## src/rtl/window_flush_ctrl.sv

```systemverilog
// window_flush_ctrl: passes video frames to window_buf and appends WIN_SIZE/2 pad lines after each frame.
// Optional macro WINDOW_FLUSH_LEAD_EN adds a LEAD state that also prepends pad lines before each frame.
module window_flush_ctrl #(
  parameter int TDATA_WIDTH   = 32,
  parameter int PX_WIDTH      = 30,
  parameter int WIN_SIZE      = 5,
  parameter int MAX_LINE_SIZE = 1920
) (
  input  logic                   clk_i,
  input  logic                   rst_i,
  input  logic [TDATA_WIDTH-1:0] video_i_tdata,
  input  logic                   video_i_tvalid,
  output logic                   video_i_tready,
  input  logic                   video_i_tlast,
  input  logic                   video_i_tuser,
  output logic [TDATA_WIDTH-1:0] video_o_tdata,
  output logic                   video_o_tvalid,
  input  logic                   video_o_tready,
  output logic                   video_o_tlast,
  output logic                   video_o_tuser,
  input  logic [15:0]            frame_height_i,
  input  logic [PX_WIDTH-1:0]    pad_px_i,
  output logic                   busy_o
);
  localparam int PAD_LINES = WIN_SIZE / 2;
  localparam int PX_CNT_W  = $clog2(MAX_LINE_SIZE + 1);
  localparam int PL_W      = $clog2(PAD_LINES + 2);

  typedef enum logic [1:0] {
    S_IDLE = 2'd0,
    S_PASS = 2'd1,
`ifdef WINDOW_FLUSH_LEAD_EN
    S_LEAD = 2'd3,
`endif
    S_TAIL = 2'd2
  } state_t;

  state_t              r_state, w_next, w_sof_state;
  logic [PX_CNT_W-1:0] r_px_cnt, r_line_len;
  logic [15:0]         r_line_cnt, r_frame_h, w_fh;
  logic [PX_WIDTH-1:0] r_pad_px;
  logic [PL_W-1:0]     r_left;
  logic                r_busy;
  logic                w_sof, w_in_lead, w_in_pad, w_pad_valid, w_pad_fire, w_pad_last;
  logic                w_pad_done, w_pad_exit, w_early, w_pass_fire, w_frame_end, w_strip;

`ifdef WINDOW_FLUSH_LEAD_EN
  logic r_lead_sof, r_strip;
  assign w_in_lead   = (r_state == S_LEAD);
  assign w_strip     = r_strip;
  assign w_sof_state = ((r_line_len != PX_CNT_W'(0)) && (PAD_LINES != 0)) ? S_LEAD : S_PASS;
`else
  assign w_in_lead   = 1'b0;
  assign w_strip     = 1'b0;
  assign w_sof_state = S_PASS;
`endif

  assign w_sof       = video_i_tvalid && video_i_tuser;
  assign w_in_pad    = (r_state == S_TAIL) || w_in_lead;
  // r_left counts pad lines still owed, including a partial line being closed
  assign w_pad_valid = w_in_pad && (r_line_len != PX_CNT_W'(0)) && (r_left != PL_W'(0));
  assign w_pad_fire  = w_pad_valid && video_o_tready;
  assign w_pad_last  = (r_px_cnt >= (r_line_len - PX_CNT_W'(1)));
  assign w_pad_done  = w_pad_fire && w_pad_last && (r_left == PL_W'(1));
  assign w_pad_exit  = !w_pad_valid || w_pad_done;
  assign w_early     = (r_state == S_PASS) && w_sof && (r_line_cnt != 16'd0);
  assign w_pass_fire = (r_state == S_PASS) && !w_early && video_i_tvalid && video_o_tready;
  assign w_fh        = video_i_tuser ? frame_height_i : r_frame_h;
  assign w_frame_end = w_pass_fire && video_i_tlast && (w_fh != 16'd0) &&
                       ((r_line_cnt + 16'd1) == w_fh);
  assign busy_o      = r_busy;

  // State register and registered busy flag
  always_ff @(posedge clk_i or posedge rst_i) begin
    if (rst_i) begin
      r_state <= S_IDLE;
      r_busy  <= 1'b0;
    end else begin
      r_state <= w_next;
      r_busy  <= w_in_pad;
    end
  end

  // Next-state and stream output decode
  always_comb begin
    w_next         = r_state;
    video_i_tready = 1'b0;
    video_o_tvalid = 1'b0;
    video_o_tdata  = video_i_tdata;
    video_o_tlast  = 1'b0;
    video_o_tuser  = 1'b0;
    case (r_state)
      S_IDLE: begin
        if (w_sof) begin
          w_next = w_sof_state;
        end else begin
          video_i_tready = 1'b1;
        end
      end
      S_PASS: begin
        if (w_early) begin
          w_next = S_TAIL;
        end else begin
          video_i_tready = video_o_tready;
          video_o_tvalid = video_i_tvalid;
          video_o_tlast  = video_i_tlast;
          video_o_tuser  = video_i_tuser && !w_strip;
          if (w_frame_end) begin
            w_next = (PAD_LINES == 0) ? S_IDLE : S_TAIL;
          end else begin
            w_next = S_PASS;
          end
        end
      end
      S_TAIL: begin
        video_o_tvalid = w_pad_valid;
        video_o_tdata  = TDATA_WIDTH'(r_pad_px);
        video_o_tlast  = w_pad_valid && w_pad_last;
        if (w_pad_exit) begin
          w_next = w_sof ? w_sof_state : S_IDLE;
        end else begin
          w_next = S_TAIL;
        end
      end
`ifdef WINDOW_FLUSH_LEAD_EN
      S_LEAD: begin
        video_o_tvalid = w_pad_valid;
        video_o_tdata  = TDATA_WIDTH'(r_pad_px);
        video_o_tlast  = w_pad_valid && w_pad_last;
        video_o_tuser  = w_pad_valid && r_lead_sof;
        if (w_pad_exit) begin
          w_next = S_PASS;
        end else begin
          w_next = S_LEAD;
        end
      end
`endif
      default: begin
        w_next = S_IDLE;
      end
    endcase
  end

  // Pixel/line counters, learned line length and pad sequencing
  always_ff @(posedge clk_i or posedge rst_i) begin
    if (rst_i) begin
      r_px_cnt   <= PX_CNT_W'(0);
      r_line_len <= PX_CNT_W'(0);
      r_line_cnt <= 16'd0;
      r_frame_h  <= 16'd0;
      r_pad_px   <= PX_WIDTH'(0);
      r_left     <= PL_W'(0);
`ifdef WINDOW_FLUSH_LEAD_EN
      r_lead_sof <= 1'b0;
      r_strip    <= 1'b0;
`endif
    end else begin
      if ((r_state != S_PASS) && (w_next == S_PASS)) begin
        r_px_cnt   <= PX_CNT_W'(0);
        r_line_cnt <= 16'd0;
      end else if (w_pass_fire) begin
        if (video_i_tuser) begin
          r_frame_h <= frame_height_i;
        end
        if (video_i_tlast) begin
          r_px_cnt   <= PX_CNT_W'(0);
          r_line_cnt <= r_line_cnt + 16'd1;
          if (r_line_cnt == 16'd0) begin
            r_line_len <= r_px_cnt + PX_CNT_W'(1);
          end
        end else begin
          r_px_cnt <= r_px_cnt + PX_CNT_W'(1);
        end
      end else if (w_pad_fire) begin
        if (w_pad_last) begin
          r_px_cnt <= PX_CNT_W'(0);
          r_left   <= r_left - PL_W'(1);
        end else begin
          r_px_cnt <= r_px_cnt + PX_CNT_W'(1);
        end
      end
      // An early new frame mid-line owes one extra (closing) line
      if ((r_state == S_PASS) && (w_next == S_TAIL)) begin
        r_left   <= PL_W'(PAD_LINES) + PL_W'(w_early && (r_px_cnt != PX_CNT_W'(0)));
        r_pad_px <= pad_px_i;
      end
`ifdef WINDOW_FLUSH_LEAD_EN
      if ((r_state != S_LEAD) && (w_next == S_LEAD)) begin
        r_left     <= PL_W'(PAD_LINES);
        r_pad_px   <= pad_px_i;
        r_lead_sof <= 1'b1;
        r_strip    <= 1'b1;
      end else begin
        if (w_pad_fire) begin
          r_lead_sof <= 1'b0;
        end
        if (w_pass_fire) begin
          r_strip <= 1'b0;
        end
      end
`endif
    end
  end

endmodule

```

## config.mk

```make
export PLATFORM = sky130hd
export DESIGN_NAME = window_flush_ctrl
export DESIGN_NICKNAME = d
export VERILOG_FILES = /design/src/rtl/window_flush_ctrl.sv
export SDC_FILE = /design/constraint.sdc
export NUM_CORES = 1
export LEC_CHECK = 0
export BUFFER_PORTS_ARGS = -buffer_cell sky130_fd_sc_hd__buf_4
export CORE_MARGIN = 1.5
export CORE_UTILIZATION = 56
export DETAILED_ROUTE_END_ITERATION = 7
export PLACE_DENSITY = 0.81
export SYNTH_ARGS = -nofsm -noshare
export SYNTH_HDL_FRONTEND = slang
export SYNTH_SLANG_ARGS = --single-unit
```

## constraint.sdc

```tcl
create_clock -name clk_i -period 5.3 [get_ports clk_i]
set_input_delay 1.06 -clock clk_i [delete_from_list [all_inputs] [get_ports clk_i]]
set_output_delay 1.06 -clock clk_i [all_outputs]
set_load 0.02 [all_outputs]
```

---- Yosys cells after proc, flatten, opt, wreduce, memory -nomap -nowiden ----
Cells that the tools add are included.
operators by class
  add/subtract/negate cells ............... 5
  order comparisons ....................... 1
  equality and inequality tests ........... 9
  mux-type cells .......................... 30
  bitwise logic cells ..................... 1
  reductions and logical operators ........ 37
operators with widths
  kind                   number
  $mux 16                4
  $mux 11                5
  $mux 32                1
  $reduce_bool 16->1     2
  $reduce_bool 11->1     2
  $logic_and 1x1->1      18
  $mux 2                 9
  $add 16x1->16 const B  1
  $eq 16x16->1           1
  $logic_not 16->1       1
  $add 11x1->11 const B  1
  $ge 11x11->1           1
  $sub 11x1->11 const B  1
  $reduce_bool 2->1      5
  $reduce_and 4->1       2
  $mux 1                 7
  $eq 2x1->1 const B     3
  $ne 2x1->1 const B     3
  $pmux 1 s2             3
  $pmux 2 s3             1
  $eq 2x2->1 const B     2
  $reduce_and 2->1       2
  $reduce_bool 3->1      1
  $add 2x1->2 const A    1
  5 further kinds        6
storage, ports and cells
  bits in registers ....................... 89
  bits of input ports ..................... 84
  word-level logic and storage cells ...... 91

---- Logic depth before layout (Yosys ltp) ----
  depth in word-level cells ............... 17
  mapped depth ............................ 16

---- Worst setup path before layout ----
OpenSTA, ideal clock, no wires.
  path kind ............................... register to register
  start ................................... register r_line_len[2]
  end ..................................... register r_pad_px[10]
  data arrival time ....................... 3648 ps
  data required time ...................... 5175 ps
  path slack .............................. 1527 ps
  cell stages (with the launch flop) ...... 16
  buffers on the path ..................... 2
  path through ............................ dfrtp_1 -> nor2_1 -> nand3_1 -> or3_1 -> and2_1 -> ha_1 -> and3_1 -> a221oi_1 -> o21ai_1 -> a41o_1 -> a31o_2 -> a311o_1 -> or2_1 -> buf_6 -> buf_12 -> mux2_4
on the way
  longest elaborated chain between the ends .. 11
  elaborated cells between the ends (all ways) .. 14
  those cells by class .................... 1 x add/sub; 1 x order compare; 1 x eq/ne; 2 x mux; 9 x reduce/logical
ends and longest elaborated chain
  what                                                                   line  source
  from (decl)                                                            39    logic [PX_CNT_W-1:0] r_px_cnt, r_line_len;
  from (signal assigned)                                                 169   r_line_len <= r_px_cnt + PX_CNT_W'(1);
  parallel branches: the longest is 6 deep, another holds $sub 11x1->11  -
  $logic_or 1x1->1 *                                                     65    assign w_pad_exit = !w_pad_valid || w_pad_done;
  $mux 2 *                                                               119   if (w_pad_exit) begin
  $pmux 2 s3 *                                                           92    case (r_state)
  $eq 2x2->1 *                                                           183   if ((r_state == S_PASS) && (w_next == S_TAIL)) begin
  $logic_and 1x1->1 *                                                    183
  to (signal assigned)                                                   185   r_pad_px <= pad_px_i;
  to (decl)                                                              41    logic [PX_WIDTH-1:0] r_pad_px;
Every way passes the cells marked *.
A chain may end at the register's enable or synchronous reset.

---- Worst setup path after layout ----
  start ................................... register r_line_len[2]
  end ..................................... register r_pad_px[7]
Same word-level chain as after synthesis.

==> run summary <==
R2R setup slack: 0.91 ns
Proportion of power drawn by the clock network: 0.156
Largest stage delay, worst path: 0.67 ns
Asr flop ratio synth: 1.00
WP data required: 5.56 ns
Syn Area/Cell: 10.6 µm²
RR Startpoint: r_line_len[2]
Hold endpoint: r_pad_px[13]
Worst Hold Class: reg -> reg
Nets: 761
R2R cell count: 13
Vias in the first global route: 4,535
Post-Route WL: 13,200 µm
Clk sinks: 89
Hold path cells: 1
Startpoint Class: flip-flop
Die X: 105 µm
Post-CTS sizing: 0
Top_reg_cell synth: dfrtp_1
Clock Path Buffers: 2
I/O Pins: 121
Delay-heaviest family, CP: simple AND/OR/NAND/NOR gates
Power share of the sequential group: 0.413
Total Routing Usage GR: 0.250
Clock root buffer: clkbuf_8
CTS buffer count: 9
Setup bufs post-CTS: 0
Reg2reg end: r_pad_px[7]
Detail Route Antenna Nets: 0
M1 wire length: 5820 µm
Area Growth Syn to Fin: 18.7%
Number of H-tree levels: 3
GP Congestion: 0.916
Total die area: 11,000 µm²
Cell Chain, Critical Path: nor2_1 > nand3_1 > or3_1 > and2_1 > ha_1 > and3_1 > a221oi_1 > o21ai_1 > a41o_1 > a31o_2 > a311o_1 > or2_2 > mux2_4
Kind of critical path: reg -> reg
Syn nets: 656
Clk_lat worst skew: 0.38 ns
PD cells: 395 nW/µm²
Port Buffers: 120
Starting Density: 0.570
Met3 wire len: 617 µm
Hold buffer count at CTS: 0
P_int: 1730 µW
Synth Warn #: 0
Crit path DAT: 4.66 ns
Critical Path End Type: flip-flop
RSZ-0062 raised after global routing: no
Worst-Margin Slew: 1.08 ns
Combinational power share: 0.431
Static leakage: 0.00329 µW
Yosys reg bits: 89
Congestion Overflow GR: 0
Hold Path Origin: r_pad_px[13]
Post-Synthesis Cells: 549
Slew headroom: 0.279
Crit path max fanout: 32
Status: completed
Final period util: 0.829
Vias per cell: 5.75
Setup TNS: 0 ns
TritonCTS clock tree: yes
Core box area: 10,200 µm²
First-pass GRT wire length: 21,900 µm
Final min period: 4.39 ns
Peak supply drop: 0.229 mV
Util after Layout: 0.677
DR DRC count: 0
Largest net degree at the start of global routing: 50
Switch share: 0.368
Most frequent cells in the layout: buf_4 (124), dfrtp_1 (89), mux2_2 (49)
N_diodes: 0
Detailed Route Iter0 Violations: 339
Die Ht: 105 µm
Number of flops mapped to enable cells by yosys: 0
Sequential share of the synthesized area: 0.382
DR WL met2: 6510 µm
DP HPWL: 9990 µm
Share of cells above drive strength 1: 0.346
Max Slew Vio Count: 0
Worst-path clk slew: 0.08 ns
Tot Pwr: 2730 µW
Cell Area, Synth: 5830 µm²
DR pass1 iterations: 6
Worst Clk Skew: 0.0138 ns
Hold Fails Final Rpt: 0
Via count: 4,569
Cell variety after synth: 63
Max Cap Viol: 0
Crit path buffers/inverters: 0
P_sw: 1010 µW
# setup viols final: 0
# rows: 37
DR WL/cell: 16.6 µm
Slowest cell on crit path: or2_2
Commonest non-fill, non-tap cell in the layout: buf_4
Max frequency: 228 MHz
Initial antenna violation count: 0
Max layer used: met4
[cells by family (layout without fill, tap and decap cells)]
logic type / count (synthesis) / in the layout / synth area share
mux: 95 / 95 / 0.198
compound gates: 78 / 78 / 0.0886
buf+inv: 47 / 157 / 0.0429
fa+ha+maj: 23 / 23 / 0.0493
flops: 89 / 89 / 0.382
simple gates: 162 / 162 / 0.155
xor+xnor: 55 / 55 / 0.0849
[power by group through the flow]
stage	Clock, µW	Sequential, µW	Combinational [µW]
floorplan	0	1070	903
global placement	0	1120	1120
detailed placement	0	1130	1180
CTS	432	1120	1180
global route	464	1160	1300
finish	426	1130	1180
[Yosys cell counts (all sizes together), types with 2 or more instances]
| library cell | n | share of area |
|---|---|---|
| dfrtp | 89 | 0.38 |
| mux2 | 78 | 0.17 |
| nor2 | 42 | 0.027 |
| xnor2 | 37 | 0.056 |
| nand2 | 26 | 0.017 |
| a21oi | 23 | 0.020 |
| ha | 23 | 0.049 |
| buf | 17 | 0.024 |
| inv | 17 | 0.011 |
| mux2i | 17 | 0.029 |
| xor2 | 17 | 0.026 |
| nand3 | 16 | 0.014 |
| a31oi | 13 | 0.014 |
| clkbuf | 13 | 0.0084 |
| o21ai | 13 | 0.011 |
| nor3 | 12 | 0.010 |
| nand2b | 11 | 0.012 |
| and3 | 10 | 0.011 |
| nor4 | 10 | 0.017 |
| nand4 | 8 | 0.011 |
| nor2b | 8 | 0.0086 |
| a22oi | 5 | 0.0064 |
| and2 | 5 | 0.0054 |
| a41oi | 3 | 0.0058 |
| or4 | 3 | 0.0039 |
| a21o | 2 | 0.0026 |
| a22o | 2 | 0.0030 |
| a41o | 2 | 0.0034 |
| and4 | 2 | 0.0030 |
| o211ai | 2 | 0.0026 |
| or2 | 2 | 0.0021 |
| or3 | 2 | 0.0021 |
[worst register-to-register path, cell delays in order (launching register included)]
cell and delay (ns):
dfrtp_1 0.42, nor2_1 0.26, nand3_1 0.15, or3_1 0.34
and2_1 0.15, ha_1 0.28, and3_1 0.20, a221oi_1 0.31
o21ai_1 0.11, a41o_1 0.26, a31o_2 0.29, a311o_1 0.37
or2_2 0.67, mux2_4 0.47
[metal layers]
layer  GRT usage  up-vias
met5           0        -
met4       0.104        0
met3      0.0331       31
met2       0.427      166
met1       0.319     2206
li1            -     2166
[cell type report]
| class | instances | area [µm²] |
|---|---|---|
| Multi-Input combinational cell | 413 | 3360 |
| Inverter | 17 | 65.1 |
| Clock inverter | 5 | 31.3 |
| Fill cell | 759 | 3310 |
| Clock buffer | 11 | 141 |
| Timing Repair Buffer | 124 | 931 |
| Tap cell | 136 | 170 |
| Sequential cell | 89 | 2230 |
[state kept, by name, summed over array words and instances (netlist names)]
signal and flops:
r_pad_px 30, busy_o 1, r_line_cnt 16, r_px_cnt 11
r_line_len 11, r_frame_h 16, r_state 2, r_left 2
[worst max path at each step]
stage                  start  cells after the start       endpoint
6_report       r_line_len[2]                     13    r_pad_px[7]
5_1_grt        r_line_len[2]                     12  video_o_tlast
4_1_cts        r_line_len[2]                     12  video_o_tlast
3_5_place_dp   r_line_len[2]                     13    r_pad_px[7]
3_3_place_gp   video_i_tuser                      9   r_pad_px[14]
2_1_floorplan  r_line_len[2]                     15   r_pad_px[10]
[stage by stage]
stage | worst slack (ns) | area (µm²) | hold WS (ns) | instances
after global placement | 1.07 | 6750 | 0.482 | 779
after detailed placement | 0.936 | 6750 | 0.491 | 779
after floorplan | 1.53 | 5830 | 0.467 | 549
final | 0.905 | 6920 | 0.517 | 795
after CTS | 0.899 | 6920 | 0.517 | 795
after global routing | 0.713 | 6920 | 0.527 | 795
Power figures use the tool's default switching activity.
